$ cat src/rtl/pc_seq_pkg.sv
// Shared types and constants for the program-counter sequencer.
// The branch target table is fixed at build time; unused slots are zero.
package pc_seq_pkg;

  localparam int PC_W      = 10;
  localparam int LUT_IDX_W = 4;
  localparam int CNT_W     = 16;
  localparam int LUT_DEPTH = 2 ** LUT_IDX_W;

  typedef enum logic [1:0] {
    IDLE   = 2'd0,
    LOAD   = 2'd1,
    RUN    = 2'd2,
    HALTED = 2'd3
  } seq_state_t;

  localparam logic [PC_W-1:0] BRANCH_LUT [LUT_DEPTH] = '{
    10'd12, 10'd40, 10'd3, 10'd1023,
    10'd0,  10'd0,  10'd0, 10'd0,
    10'd0,  10'd0,  10'd0, 10'd0,
    10'd0,  10'd0,  10'd0, 10'd0
  };

endpackage

$ cat src/rtl/pc_sequencer_branch_lut.sv
// Combinational lookup from the decoder's branch immediate to an absolute
// fetch address.
module branch_lut
  import pc_seq_pkg::*;
(
  input  logic [LUT_IDX_W-1:0] branch_idx,
  output logic [PC_W-1:0]      target
);

  assign target = BRANCH_LUT[branch_idx];

endmodule

$ cat src/rtl/pc_sequencer.sv
// Program counter and run-control sequencer feeding the instruction ROM.
// Retired-instruction counter width is overridable; it saturates, never wraps.
//
//   state  | meaning
//   IDLE   | post-reset, waiting for start
//   LOAD   | armed by start; PC/count/halt cleared, launches when start falls
//   RUN    | fetching; one instruction retires per non-stalled cycle
//   HALTED | HALT retired; PC parked on it until the next start
module pc_sequencer
  import pc_seq_pkg::*;
#(
  parameter int CNT_WIDTH = CNT_W
) (
  input  logic                 CLK,
  input  logic                 Reset,
  input  logic                 start,
  input  logic                 halt_req,
  input  logic                 branch_en,
  input  logic                 branch_take,
  input  logic [LUT_IDX_W-1:0] branch_idx,
  input  logic                 stall,
  output logic [PC_W-1:0]      PC,
  output logic                 halt,
  output logic                 running,
  output logic [CNT_WIDTH-1:0] instr_cnt
);

  seq_state_t           r_state;
  logic [PC_W-1:0]      r_pc;
  logic                 r_halt;
  logic                 r_running;
  logic [CNT_WIDTH-1:0] r_cnt;

  logic [PC_W-1:0]      w_branch_target;
  logic [CNT_WIDTH-1:0] w_cnt_next;

  branch_lut u_branch_lut (
    .branch_idx (branch_idx),
    .target     (w_branch_target)
  );

  assign w_cnt_next = (&r_cnt) ? r_cnt : r_cnt + CNT_WIDTH'(1);

  // Entering LOAD from any state clears PC, count and halt on that same edge.
  always_ff @(posedge CLK) begin
    if (Reset) begin
      r_state   <= IDLE;
      r_pc      <= '0;
      r_halt    <= 1'b0;
      r_running <= 1'b0;
      r_cnt     <= '0;
    end else begin
      case (r_state)
        IDLE: begin
          if (start) r_state <= LOAD;
        end

        LOAD: begin
          r_pc   <= '0;
          r_cnt  <= '0;
          r_halt <= 1'b0;
          if (!start) begin
            r_state   <= RUN;
            r_running <= 1'b1;
          end
        end

        RUN: begin
          if (start) begin
            r_state   <= LOAD;
            r_running <= 1'b0;
            r_pc      <= '0;
            r_cnt     <= '0;
          end else if (stall) begin
            r_state <= RUN;
          end else if (halt_req) begin
            r_state   <= HALTED;
            r_halt    <= 1'b1;
            r_running <= 1'b0;
            r_cnt     <= w_cnt_next;
          end else if (branch_en && branch_take) begin
            r_pc  <= w_branch_target;
            r_cnt <= w_cnt_next;
          end else begin
            r_pc  <= r_pc + PC_W'(1);
            r_cnt <= w_cnt_next;
          end
        end

        HALTED: begin
          if (start) begin
            r_state <= LOAD;
            r_halt  <= 1'b0;
            r_pc    <= '0;
            r_cnt   <= '0;
          end
        end

        default: begin
          r_state   <= IDLE;
          r_running <= 1'b0;
        end
      endcase
    end
  end

  assign PC        = r_pc;
  assign halt      = r_halt;
  assign running   = r_running;
  assign instr_cnt = r_cnt;

endmodule

$ cat config.mk
export PLATFORM = sky130hd
export DESIGN_NAME = pc_sequencer
export DESIGN_NICKNAME = d
export VERILOG_FILES = /design/src/rtl/pc_seq_pkg.sv /design/src/rtl/pc_sequencer_branch_lut.sv /design/src/rtl/pc_sequencer.sv
export SDC_FILE = /design/constraint.sdc
export NUM_CORES = 1
export LEC_CHECK = 0
export ABC_AREA = 1
export BUFFER_PORTS_ARGS = -buffer_cell sky130_fd_sc_hd__buf_2
export CAP_MARGIN = 20
export CORE_MARGIN = 2
export CORE_UTILIZATION = 45
export CTS_CLUSTER_SIZE = 10
export DETAILED_ROUTE_END_ITERATION = 8
export HOLD_SLACK_MARGIN = 0.06
export PLACE_DENSITY_LB_ADDON = 0.3
export SYNTH_ARGS = -nofsm -noshare
export SYNTH_HDL_FRONTEND = slang
export SYNTH_SLANG_ARGS = --single-unit
$ cat constraint.sdc
create_clock -name CLK -period 2.9 [get_ports CLK]
set_input_delay 0.725 -clock CLK [delete_from_list [all_inputs] [get_ports CLK]]
set_output_delay 0.725 -clock CLK [all_outputs]
set_load 0.1 [all_outputs]
== After elaboration in Yosys (flattened, before gate mapping) ==
Memories as Yosys holds them, arrays and structs flattened.
Cells that the tools add are included.

* Bits of input ports: 11
* ROM bits: 160
* Bits in latches: 0
* Word-level logic and storage cells: 64
* Bits in writable memories: 0
* Memories kept: 1
* Output and inout port bits: 28
* Bits in registers: 30

{| class="wikitable"
|+ Memories
! memory !! words !! bits a word !! rd ports !! clocked after memory_dff !! write ports !! line !! text
|-
| (no name shown) || 16 || 10 || 1 || 0 || 0 || pc_sequencer_branch_lut.sv:10 || <nowiki>assign target = BRANCH_LUT[branch_idx];</nowiki>
|}

* $mul: 0
* Muxes and demuxes: 29
* Shifts and indexed selects: 0
* $lt $le $gt $ge: 1
* Div/mod/pow operators: 0
* Equal/unequal tests: 14
* $add $sub $neg: 2
* Reductions and logical operators: 11
* Bitwise operators: 1

{| class="wikitable"
|+ Operators with widths
! operator !! count
|-
| 10-bit 2-to-1 mux || 7
|-
| 16-bit 2-to-1 mux || 4
|-
| 16-bit case mux with 3 select lines || 1
|-
| 10-bit case mux with 3 select lines || 1
|-
| 16-bit by 1-bit adder with 16-bit output, second input constant || 1
|-
| 16-bit AND reduction || 1
|-
| 3-bit != test, second input constant || 4
|-
| 4-bit AND reduction || 3
|-
| 10-bit by 1-bit adder with 10-bit output, second input constant || 1
|-
| 2-bit 2-to-1 mux || 5
|-
| 2-bit != test, second input constant || 5
|-
| 1-bit 2-to-1 mux || 8
|-
| 2-bit case mux with 3 select lines || 1
|-
| 5-bit greater-or-equal comparator, second input constant || 1
|-
| 4-bit NOT with 5-bit output || 1
|-
| 5-bit AND reduction || 1
|-
| 2-bit equality test, second input constant || 2
|-
| 4-bit != test, second input constant || 1
|-
| 1-bit case mux with 3 select lines || 1
|-
| 3-bit AND reduction || 1
|-
| 3-bit nonzero test || 1
|-
| 2-bit by 1-bit equality test with 1-bit output, second input constant || 1
|-
| 2-bit zero test || 1
|-
| 2-bit by 1-bit != test with 1-bit output, second input constant || 1
|-
| 4 further kinds || 4
|}

== Longest topological paths before layout ==
Gate-level depths: netlist of the first run.

* Depth after elaboration: 9
* Gate-level depth with buffers: 12
* Depth with buffers taken out: 11

== By module ==
Synthesis of the first run repeated with hierarchy kept, for this count alone.

* Cells, all modules: 332
* Area total of the unflattened synthesis: 2097.0 um^2

{| class="wikitable"
|+ Modules (own cells, without submodules)
! module !! area an instance (um^2) !! instances !! cells each !! sequential area each (um^2)
|-
| pc_sequencer || 1985.7 || 1 || 313 || 600.6
|-
| branch_lut || 111.4 || 1 || 19 || 0.0
|}

== Worst setup path before layout of the first run ==
No wires, ideal clock.

* Path kind: register to register
* Start point: reg r_cnt[0] (netlist: instr_cnt[0])
* End point: reg r_cnt[12] (netlist: instr_cnt[12])
* Cell stages (with the launch flop): 12
* Arrival: 2.179 ns
* Path buffers: 1
* Path slack: 0.608 ns
* Period minus slack after synthesis: 2.292 ns
* Cell sequence: dfxtp_1 -> ha_1 -> nand2_1 -> nor2_1 -> nand2_1 -> nor2_1 -> nor2_4 -> buf_6 -> nand2_2 -> nand2_1 -> nand2_1 -> nor2_1

* Word-level cells in the longest chain between the ends: 5

{| class="wikitable"
|+ RTL lines
! what !! line !! text
|-
| start, declared || pc_sequencer.sv:32 || <nowiki>logic [CNT_WIDTH-1:0] r_cnt;</nowiki>
|-
| start signal, assigned || pc_sequencer.sv:80 || <nowiki>r_cnt <= w_cnt_next;</nowiki>
|-
| start signal, assigned || pc_sequencer.sv:83 || <nowiki>r_cnt <= w_cnt_next;</nowiki>
|-
| start signal, assigned || pc_sequencer.sv:86 || <nowiki>r_cnt <= w_cnt_next;</nowiki>
|-
| 16-bit by 1-bit adder with 16-bit output || pc_sequencer.sv:42 || <nowiki>assign w_cnt_next = (&r_cnt) ? r_cnt : r_cnt + CNT_WIDTH'(1);</nowiki>
|-
| 16-bit 2-to-1 mux || pc_sequencer.sv:42 ||
|-
| 16-bit 2-to-1 mux || pc_sequencer.sv:74 || <nowiki>end else if (stall) begin</nowiki>
|-
| 16-bit 2-to-1 mux || pc_sequencer.sv:69 || <nowiki>if (start) begin</nowiki>
|-
| 16-bit case mux with 3 select lines || pc_sequencer.sv:53 || <nowiki>case (r_state)</nowiki>
|}

Several ways; a longest one is shown, not always the timed one. The select of a mux whose other input is x is not followed.
A chain may end at the register's enable or synchronous reset.

== Final worst setup path of the first run ==
* Start point: reg r_pc[0] (netlist: PC[0])
* End point: out PC[0]

{| class="wikitable"
|+ RTL lines
! what !! line !! text
|-
| start, declared || pc_sequencer.sv:29 || <nowiki>logic [PC_W-1:0] r_pc;</nowiki>
|-
| start signal, assigned || pc_sequencer.sv:82 || <nowiki>r_pc <= w_branch_target;</nowiki>
|-
| start signal, assigned || pc_sequencer.sv:85 || <nowiki>r_pc <= r_pc + PC_W'(1);</nowiki>
|-
| end, declared || pc_sequencer.sv:22 || <nowiki>output logic [PC_W-1:0] PC,</nowiki>
|}

No word-level cell between the ends.

==> results.ini, run 1 <==
[routing]
drt_iter0_drc = 97
drt_wl_total_um = 4530
postRouteAntennaNets = 0
num_vias = 2019
via_per_inst = 5.03
drc = 0
routedWlPerCell_um = 11.3
drt_pass1_iterations = 4

[grt]
first_global_vias = 1719
gr-total-overflow = 0
grt_max_degree = 17
grt_pass1_wl_um = 7430
grt_antenna_before_repair = 0
grtUsageTotal_pct = 18.9

[finish]
finalNetCount = 369
layout-drive-gt1-share_pct = 16.8
final_core_util_pct = 55.6
syn_to_final_growth_pct = 17.7
antenna_cells = 0

[power_and_ir_drop]
p_per_area_nw_per_um2 = 698
combPwrFrac_pct = 43.1
ir_worst_vdd_mv = 0.406
pwr-share-seq_pct = 31.3
p_leak_uw = 0.00102
power.switching_uw = 719
p_int_uw = 844
pwr-share-clk_pct = 25.6
swShare_pct = 46.0

[setup_path]
crit_start = PC[0]$_SDFFE_PP0P_
worstPathCellList = buf_2
crit_required_ns = 2.17
critPathCaptureType = primary output
cp_top_family = flip-flops
r2r_end = instr_cnt[6]$_SDFFE_PP0P_
crit_type = reg2out
slowest_delay_ns = 0.54
rrSetupSlack_ns = 0.98
reg2reg_depth = 10
critical_path_buf_inv_count = 1
critPathArrivalTime_ns = 1.33
crit_fanout = 10
cp_num_cells = 1
cp_slowest_cell = dfxtp_1
reg2reg_from = r_state[0]$_SDFFE_PP0P_
start_kind = register
cp-endpoint = PC[0]

[timing]
min_period_ns = 2.05
hold_violations = 0
fin_crit_sh_pct = 70.8
rsz0062_at_grt = false
worstMarginPinSlew_ns = 0.489
report.final.slew_viol_count = 0
setup_viol = 0
fmax_mhz = 487
max-slew-margin-rel_pct = 67.6
skew_ns = 0.00298
setup_tns_ns = 0

[floorplan]
die_w_um = 69.0
core_area_um2 = 4030
fp.dieH_um = 69.0
fp.dieArea_um2 = 4770
placementRows = 23
initial_utilization_pct = 47.2
num_io_pins = 39

[clocking]
ctsHoldBuffers = 0
cts-root-buf = clkbuf_8
post-cts-setup-buffers = 0
clock-sinks = 30
cts_buffers = 5
cts_htree_levels = 2
clk_latency_ns = 0.28
cts_buffer_depth = 2
clk_pin_slew_ns = 0.06
cts_resized = 0
cts_tree = yes

[placed_design]
place_hpwl_um = 3400
gp_congestion = 0.846
port_buffers = 38

[logic_synthesis]
ys.flop_type = dfxtp_1
syn_avg_cell_area_um2 = 6.14
ys_seq_elements = 30
synth_cell_types = 27
seq_area_frac_synth_pct = 31.6
synth_warnings = 0
synthesis.nets = 329
synth_area_leader_cell = dfxtp_1
synth_area_leaders = dfxtp_1, nand2_1, nor2_1
syn_area_um2 = 1900
netlist_instances = 310
synth-edff-count = 0
netlist.area_leader.share_pct = 31.6
synthArstFlopShare_pct = 0

[status]
status = finished, final reports clean

[min_path]
hold_start = halt$_SDFFE_PP0P_
hold_path.class = reg2reg

[flow_run]
drv_cap = 0

## stage by stage
step / worst slack (ns) / hold WS [ns] / total power [µW] / cells / area (µm²)
after CTS: 0.860 / 0.495 / 1570 / 401 / 2240
after global placement: 0.862 / 0.481 / 1160 / 393 / 2130
after global routing: 0.789 / 0.518 / 1660 / 401 / 2240
after detailed placement: 0.814 / 0.484 / 1170 / 393 / 2130
after floorplan: 0.608 / 0.474 / 1050 / 310 / 1900
final: 0.846 / 0.490 / 1560 / 401 / 2240
## placed cells by master (no fill, tap or decap)
| cell | count |
|---|---|
| or2_2 | 2 |
| nand4_1 | 8 |
| nor3_1 | 1 |
| buf_2 | 38 |
| nor2_4 | 1 |
| o21bai_1 | 2 |
| ha_1 | 8 |
| clkbuf_8 | 8 |
| a21boi_0 | 1 |
| nand2_2 | 2 |
| nand2_1 | 87 |
| dfxtp_1 | 30 |
| a21boi_1 | 1 |
| o31ai_1 | 1 |
| nand3_1 | 27 |
| a21oi_1 | 26 |
| inv_2 | 5 |
| inv_1 | 35 |
| a21oi_2 | 1 |
| nor2_1 | 47 |
| a31oi_1 | 1 |
| o21ai_1 | 2 |
| nor2_8 | 1 |
| o21ai_0 | 14 |
| nor3b_1 | 1 |
| nor2_2 | 1 |
## kinds of logic after synthesis
kind of cell | share of synthesized area (%)
adder cells (fa/ha/maj) | 5.26
flip-flops | 31.6
buffers and inverters | 9.27
AND/OR/NAND/NOR | 40.1
AO/OA/AOI/OAI | 13.8
## how the worst min path moves through the flow
stage	depth (start not counted)	slack [ns]	endpoint
2_1_floorplan	2	0.47	r_state[1]$_SDFFE_PP0P_
3_3_place_gp	2	0.48	PC[4]$_SDFFE_PP0P_
3_5_place_dp	2	0.48	halt$_SDFFE_PP0P_
4_1_cts	2	0.50	PC[4]$_SDFFE_PP0P_
5_1_grt	2	0.52	PC[4]$_SDFFE_PP0P_
6_report	2	0.49	halt$_SDFFE_PP0P_
## area by class of cell
class / count / area (µm²)
Multi-Input combinational cell: 235 / 1130
Clock buffer: 8 / 110
Fill cell: 412 / 1790
Sequential cell: 30 / 601
Inverter: 40 / 150
Timing Repair Buffer: 38 / 190
Tap cell: 50 / 62.6
## cell usage after synthesis (2+ instances only)
master / instances
nand2_2: 2
dfxtp_1: 30
o21ai_0: 14
nand2_1: 87
or2_2: 2
nand4_1: 8
o21ai_1: 2
inv_1: 35
ha_1: 8
o21bai_1: 2
clkbuf_1: 3
inv_2: 5
nor2_1: 47
nand3_1: 27
a21oi_1: 26
## power by group through the flow
stage,Sequential (µW),Combinational (µW),Clock (µW)
floorplan,657,395,0
global placement,496,664,0
detailed placement,497,670,0
CTS,488,673,411
global route,494,737,431
finish,489,674,400
## routing by layer
metal | global-route usage (%) | part of all wire (%)
met5 | 0 | 0
met3 | 5.12 | 4.1
met4 | 7.41 | 0.62
met2 | 30.3 | 46
met1 | 24.1 | 49
## flip-flops by register name (all words and copies together) (netlist names)
name       flops
instr_cnt     16
running        1
halt           1
r_state        2
PC            10
(Power assumes the default switching activity.)
==> run 2, diff against run 1 <==
- ABC_AREA: 1 -> 0
- clock period: 2.9 -> 2.16 ns (I/O delays scaled with it)
==> run 2 against run 1 <==
Net effect:
- setup slack worse by 0.72 ns
- sequential cell count unchanged
- synthesized area shrank 8.3%
- clock power is 15% higher
- hold slack worse by 0.0084 ns
- clock skew rose by 0.0042 ns
- die area decreased by 7.9%
- sequential power increased by 26%
- non-clock buffer count increased by 10
- cell area fell by 3.9%
- power increased by 13%
==> results.ini, run 2 <==
[setup_path]
slowest_delay_ns = 0.35  ; -0.19 ns
start_kind = register
rrSetupSlack_ns = 0.12  ; -0.86 ns
cp_slowest_cell = dfxtp_1
reg2reg_depth = 9  ; -1
cp-endpoint = instr_cnt[7]$_SDFFE_PP0P_
crit_type = reg2reg
worstPathCellList = inv_1 -> ha_2 -> buf_4 -> a21oi_1 -> o2111a_1 -> o211ai_1 -> buf_4 -> or3_1 -> a21oi_1
cp_top_family = compound AO/OA/AOI/OAI gates
r2r_end = instr_cnt[7]$_SDFFE_PP0P_
cp_num_cells = 9  ; +8
critical_path_buf_inv_count = 3  ; +2
critPathArrivalTime_ns = 2.24  ; +0.91 ns
critPathCaptureType = register
reg2reg_from = r_state[0]$_SDFFE_PP0P_
crit_start = r_state[0]$_SDFFE_PP0P_
crit_fanout = 6  ; -4
crit_required_ns = 2.37  ; +0.20 ns

[routing]
postRouteAntennaNets = 0  ; unchanged
via_per_inst = 5.61  ; +11%
drc = 0  ; unchanged
num_vias = 1778  ; -12%
drt_pass1_iterations = 4  ; unchanged
drt_iter0_drc = 82  ; -15%
drt_wl_total_um = 4170  ; -8.0%
routedWlPerCell_um = 13.2  ; +16%

[grt]
grt_max_degree = 18  ; +1
grtUsageTotal_pct = 21.1  ; +2.2 points
grt_pass1_wl_um = 7130  ; -4.0%
first_global_vias = 1601  ; -6.9%
gr-total-overflow = 0  ; unchanged
grt_antenna_before_repair = 0  ; unchanged

[logic_synthesis]
netlist_instances = 220  ; -29%
synth_warnings = 0  ; unchanged
synth_cell_types = 51  ; +89%
synth_area_leader_cell = dfxtp_1
synth-edff-count = 0  ; unchanged
netlist.area_leader.share_pct = 34.4  ; +2.9 points
synthesis.nets = 239  ; -27%
seq_area_frac_synth_pct = 34.4  ; +2.9 points
synthArstFlopShare_pct = 0  ; unchanged
syn_area_um2 = 1740  ; -8.3%
synth_area_leaders = dfxtp_1, a21oi_1, ha_1
ys.flop_type = dfxtp_1
synth_common_cells = dfxtp_1, a21oi_1, nor2_1
synth_most_common_cell = dfxtp_1
ys_seq_elements = 30  ; unchanged
syn_avg_cell_area_um2 = 7.93  ; +29%

[finish]
final_cell_mix = buf_2, a21oi_1, nor2_1
antenna_cells = 0  ; unchanged
finalNetCount = 287  ; -22%
syn_to_final_growth_pct = 23.5
fill_cells = 356  ; -14%
layout_commonest_cell = buf_2
layout-drive-gt1-share_pct = 31.6  ; +15 points
largest_reg_flops = 16  ; unchanged

[placed_design]
gp_congestion = 0.806  ; -4.7%
place_hpwl_um = 3130  ; -7.7%
port_buffers = 38  ; unchanged
preCtsSetupSlack_ns = 0.0802  ; -0.734 ns

[timing]
fin_ws_ns = 0.125  ; -0.721 ns
hold_violations = 0  ; unchanged
fmax_mhz = 491
max-slew-margin-rel_pct = 61.4  ; -6.2 points
skew_ns = 0.00720  ; +0.00423 ns
worstMarginPinSlew_ns = 0.575  ; +0.0861 ns
setup_viol = 0  ; unchanged
report.final.slew_viol_count = 0  ; unchanged
min_period_ns = 2.04
rsz0062_at_grt = true
fin_crit_sh_pct = 94.2

[min_path]
hold_path.class = reg2reg
hold_start = PC[1]$_SDFFE_PP0P_

[clocking]
cts_buffer_depth = 2  ; unchanged
cts-root-buf = clkbuf_8
clock-sinks = 30  ; unchanged
cts_tree = yes
cts_htree_levels = 2  ; unchanged
cts_buffers = 5  ; unchanged
clk_latency_ns = 0.28  ; about the same
clk_pin_slew_ns = 0.06  ; about the same

[power_and_ir_drop]
ir_worst_vdd_mv = 0.409  ; +0.83%
finalPower_uw = 1760  ; +13%
p_per_area_nw_per_um2 = 817  ; +17%
p_leak_uw = 0.000884  ; -13%

[floorplan]
num_io_pins = 39  ; unchanged
fp.dieArea_um2 = 4390  ; -7.9%
fp.dieH_um = 66.3  ; -4.0%
die_w_um = 66.3  ; -4.0%
placementRows = 22  ; -4.3%
initial_utilization_pct = 47.3  ; +0.050 points
core_area_um2 = 3690  ; -8.4%

[status]
status = finished, final reports clean

[flow_run]
drv_cap = 0  ; unchanged

==> run 2: changes by cell type after synthesis, moves of 3 or more <==
cell	before	now
nor2b_1	0	3
nand2_1	87	18
nor2_1	47	23
xor2_1	0	3
nor3_1	1	8
nand3_1	27	9
inv_1	35	12
inv_2	5	0
nand4_1	8	4
o32ai_1	0	3
or3_1	0	4
xnor2_1	0	4
==> run 2: worst min path at each step <==
| stage | to | cells past startpoint | slack, ns |
|---|---|---|---|
| floorplan | r_state[1]$_SDFFE_PP0P_ | 2 | 0.49 |
| detailed placement | PC[1]$_SDFFE_PP0P_ | 2 | 0.47 |
| CTS | PC[1]$_SDFFE_PP0P_ | 2 | 0.48 |
| global route | instr_cnt[2]$_SDFFE_PP0P_ | 1 | 0.51 |
| finish | PC[1]$_SDFFE_PP0P_ | 2 | 0.48 |
| global placement | PC[1]$_SDFFE_PP0P_ | 2 | 0.47 |
==> run 2: metrics by stage <==
stage                     instances  setup TNS, ns  util (%)  instance area, µm²  hold WS, ns
final                           317              0      58.4                2150        0.482
after global routing            317        -0.0648      58.4                2150        0.510
after CTS                       316              0      58.1                2140        0.482
after detailed placement        308              0      55.6                2050        0.472
after global placement          308              0      55.6                2050        0.467
after floorplan                 220              0         -                1770        0.487
==> run 2: kinds of logic after synthesis <==
family | share of synthesized area, %
AND/OR/NAND/NOR | 25.9
AO/OA/AOI/OAI | 25.3
flip-flops | 34.4
buffers and inverters | 4.59
adder cells (fa/ha/maj) | 5.74
XOR/XNOR | 3.52
multiplexers | 0.574
==> run 2: area by class of cell <==
type                       count  area (µm²)  share of cell area, %
clock inverter                 1        5.00                  0.232
multi-input combinational    171        1070                   49.5
tap                           48        60.1                   2.79
timing repair buffer          48         265                   12.3
inverter                      12        45.0                   2.09
clock buffer                   7        86.3                   4.01
sequential                    30         626                   29.1
==> run 2: per-layer routing <==
metal | vias to the layer above | wire length (µm) | track usage [%]
li1 | 908 | - | -
met5 | - | 0 | 0
met1 | 823 | 1930 | 25.9
met4 | 0 | 52 | 6.89
met3 | 6 | 215 | 5.79
met2 | 41 | 1970 | 35.5
==> run 2: worst reg2reg max path, stage by stage, from the launching register on <==
cell,delay [ns]
dfxtp_1,0.35
inv_1,0.09
ha_2,0.21
buf_4,0.15
a21oi_1,0.18
o2111a_1,0.27
o211ai_1,0.11
buf_4,0.16
or3_1,0.30
a21oi_1,0.14
==> run 2: report_power, final <==
part	switching, µW	leakage (µW)	total (µW)	internal, µW
Sequential	30.6	0.000253	617	587
Clock	202	0.0000482	459	256
Combinational	455	0.000583	684	229
Total	687	0.000884	1760	1070
==> run 2: timing repair <==
item | 4_1_cts | 5_1_grt
gates resized for setup | 0 | 2
hold buffers | 0 | 0
setup buffers | 0 | 1
endpoints found under the setup margin | 0 | 6
==> run 3, diff against run 2 <==
- SYNTH_HIERARCHICAL: not set -> 1
==> run 3 against run 2 <==
Net effect:
- synthesized cell count increased by 5.9%
- first-iteration DRC count increased by 52%
- cell area increased by 3.5%
- die area increased by 5.0%
- via count increased by 0.62%
- clock-buffer cell count unchanged
- routed wire length decreased by 0.60%
- sequential cell count unchanged
- setup slack improved by 0.049 ns
- critical path depth decreased by 2
- synthesized area increased by 5.3%
- largest cell class unchanged
- largest power group unchanged
- highest routed layer unchanged
==> results.ini, run 3 <==
[logic_synthesis]
netlist.area_leader.share_pct = 32.7  ; -1.7 points
synthArstFlopShare_pct = 0  ; unchanged
synthesis.nets = 253  ; +5.9%
synth_common_cells = dfxtp_1, nor2_1, a21oi_1
syn_area_um2 = 1840  ; +5.3%
synth_warnings = 6  ; +6
netlist_instances = 233  ; +5.9%
synth_area_leader_cell = dfxtp_1
synth_cell_types = 41  ; -20%
ys_seq_elements = 30  ; unchanged
syn_avg_cell_area_um2 = 7.88  ; -0.57%
seq_area_frac_synth_pct = 32.7  ; -1.7 points
synth_area_leaders = dfxtp_1, ha_1, nor2_1
synth-edff-count = 0  ; unchanged
ys.flop_type = dfxtp_1

[power_and_ir_drop]
p_leak_uw = 0.000881  ; -0.33%
finalPower_uw = 1810  ; +2.7%
ir_worst_vdd_mv = 0.534  ; +31%
p_per_area_nw_per_um2 = 811  ; -0.72%

[setup_path]
crit_required_ns = 2.37  ; about the same
cp_slowest_cell = or4_4
cp_top_family = simple AND/OR/NAND/NOR gates
slowest_delay_ns = 0.56  ; +0.21 ns
start_kind = register
cp_common_cell = inv_1
critical_path_buf_inv_count = 2  ; -1
critPathCaptureType = register
crit_type = reg2reg
critPathArrivalTime_ns = 2.19  ; -0.05 ns
worstPathCellList = inv_1 -> ha_1 -> inv_1 -> o211ai_2 -> or4_4 -> or3_1 -> a21oi_1
crit_fanout = 5  ; -1

[timing]
hold_violations = 0  ; unchanged
fin_ws_ns = 0.174  ; +0.0491 ns
min_period_ns = 1.99  ; -0.0491 ns
report.final.slew_viol_count = 0  ; unchanged
setup_tns_ns = 0  ; unchanged
skew_ns = 0.00637  ; -0.000831 ns
fmax_mhz = 504  ; +2.5%
setup_viol = 0  ; unchanged
rsz0062_at_grt = false
fin_crit_sh_pct = 91.9  ; -2.3 points
worstMarginPinSlew_ns = 0.476  ; -0.0992 ns
max-slew-margin-rel_pct = 67.4  ; +6.1 points

[finish]
antenna_cells = 0  ; unchanged
final_cell_mix = buf_2, nor2_1, dfxtp_2
largest_reg_flops = 16  ; unchanged
finalNetCount = 298  ; +3.8%
layout_commonest_cell = buf_2
layout-drive-gt1-share_pct = 29.7  ; -1.8 points
syn_to_final_growth_pct = 21.3
fill_cells = 387  ; +8.7%

[grt]
use_met1_pct = 25.4  ; -0.51 points
grt_busiest_layer = met2
use_met2_pct = 28.8  ; -6.7 points
grtUsageTotal_pct = 19.1  ; -2.0 points
first_global_vias = 1511  ; -5.6%
gr-total-overflow = 0  ; unchanged
grt_pass1_wl_um = 6630  ; -7.1%
use_met3_pct = 5.59  ; -0.20 points
grt_antenna_before_repair = 0  ; unchanged
grt_max_degree = 17  ; -1

[clocking]
clk_latency_ns = 0.28  ; about the same
cts-root-buf = clkbuf_8
cts_buffers = 5  ; unchanged
cts_buffer_depth = 2  ; unchanged
post-cts-setup-buffers = 0  ; unchanged
clk_pin_slew_ns = 0.06  ; about the same
cts_tree = yes
clock-sinks = 30  ; unchanged
cts_htree_levels = 2  ; unchanged

[routing]
drt_wl_total_um = 4150  ; -0.60%
drt_iter0_drc = 125  ; +52%
routedWlPerCell_um = 12.6  ; -4.2%
drt_pass1_iterations = 4  ; unchanged
num_vias = 1789  ; +0.62%
postRouteAntennaNets = 0  ; unchanged
drc = 0  ; unchanged
via_per_inst = 5.44  ; -3.1%

[floorplan]
num_io_pins = 39  ; unchanged
die_w_um = 67.9  ; +2.5%
fp.dieArea_um2 = 4610  ; +5.0%
fp.dieH_um = 67.9  ; +2.5%
initial_utilization_pct = 46.3  ; -1.0 points
core_area_um2 = 3970  ; +7.7%
placementRows = 23  ; +4.5%

[status]
status = finished, final reports clean

[placed_design]
preCtsSetupSlack_ns = 0.138  ; +0.0576 ns
place_hpwl_um = 3110  ; -0.90%
port_buffers = 38  ; unchanged
gp_congestion = 0.819  ; +1.6%

[flow_run]
drv_cap = 0  ; unchanged

[min_path]
hold_path.class = reg2reg

## run 3: cell count changes after synthesis, moves of 4 or more
cell,before,now
nor4_1,0,6
xnor2_1,4,12
nand2_1,18,14
nor2_1,23,30
a211oi_1,1,5
buf_4,0,6
a21oi_1,24,16
## run 3: area by class of cell
class	count	area, µm²	share of cell area [%]
Clock inverter	1	5.00	0.225
Inverter	12	45.0	2.02
Multi-Input combinational cell	179	1120	50.5
Timing Repair Buffer	50	280	12.6
Sequential cell	30	624	28.0
Clock buffer	7	86.3	3.87
Tap cell	50	62.6	2.81
## run 3: cells by family after synthesis
| family | Yosys count | share of synthesized area [%] |
|---|---|---|
| buf+inv | 24 | 6.13 |
| simple gates | 100 | 28.3 |
| fa+ha+maj | 9 | 6.13 |
| xor+xnor | 12 | 5.72 |
| mux | 3 | 1.63 |
| flops | 30 | 32.7 |
| compound gates | 55 | 19.3 |
## run 3: metal layers
metal | wire (µm) | vias up | share of wire [%]
met2 | 1870 | 44 | 45
met5 | 0 | - | 0
met1 | 2010 | 813 | 48
li1 | - | 927 | -
met4 | 55 | 0 | 1.3
met3 | 211 | 5 | 5.1
## run 3: worst paths after layout
| check | startpoint | to | slack [ns] | cells past startpoint |
|---|---|---|---|---|
| setup / recovery | r_state[1]$_SDFFE_PP0P_ | instr_cnt[13]$_SDFFE_PP0P_ | 0.17 | 7 |
| hold / removal | PC[9]$_SDFFE_PP0P_ | PC[9]$_SDFFE_PP0P_ | 0.50 | 1 |
| setup reg to reg | r_state[1]$_SDFFE_PP0P_ | instr_cnt[13]$_SDFFE_PP0P_ | 0.17 | 7 |
| hold reg to reg | PC[9]$_SDFFE_PP0P_ | PC[9]$_SDFFE_PP0P_ | 0.50 | 1 |
## run 3: repair_timing
action / 4_1_cts / 5_1_grt
resized for setup: 0 / 2
setup endpoints to repair: 0 / 2
hold buffers: 0 / 0
## run 3: worst reg2reg max path: cells and delay by family, from the launching register on
family,cells,cell delay (ns)
simple gates,2,0.87
compound gates,2,0.23
flops,1,0.38
buf+inv,2,0.20
fa+ha+maj,1,0.22
## run 3: metrics by stage
stage / hold WS, ns / utilization [%] / instance area, µm² / std cells
after global placement: 0.488 / 53.7 / 2130 / 321
after global routing: 0.532 / 56.1 / 2230 / 329
final: 0.496 / 56.1 / 2230 / 329
after detailed placement: 0.492 / 53.7 / 2130 / 321
after floorplan: 0.487 / - / 1860 / 233
after CTS: 0.506 / 56.0 / 2230 / 329
## run 3: where the power goes
| part | internal (µW) | switching [µW] | total [µW] | leakage (µW) |
|---|---|---|---|---|
| combinational | 239 | 469 | 707 | 0.000581 |
| sequential | 592 | 45.4 | 637 | 0.000252 |
| clock | 256 | 206 | 463 | 0.0000482 |
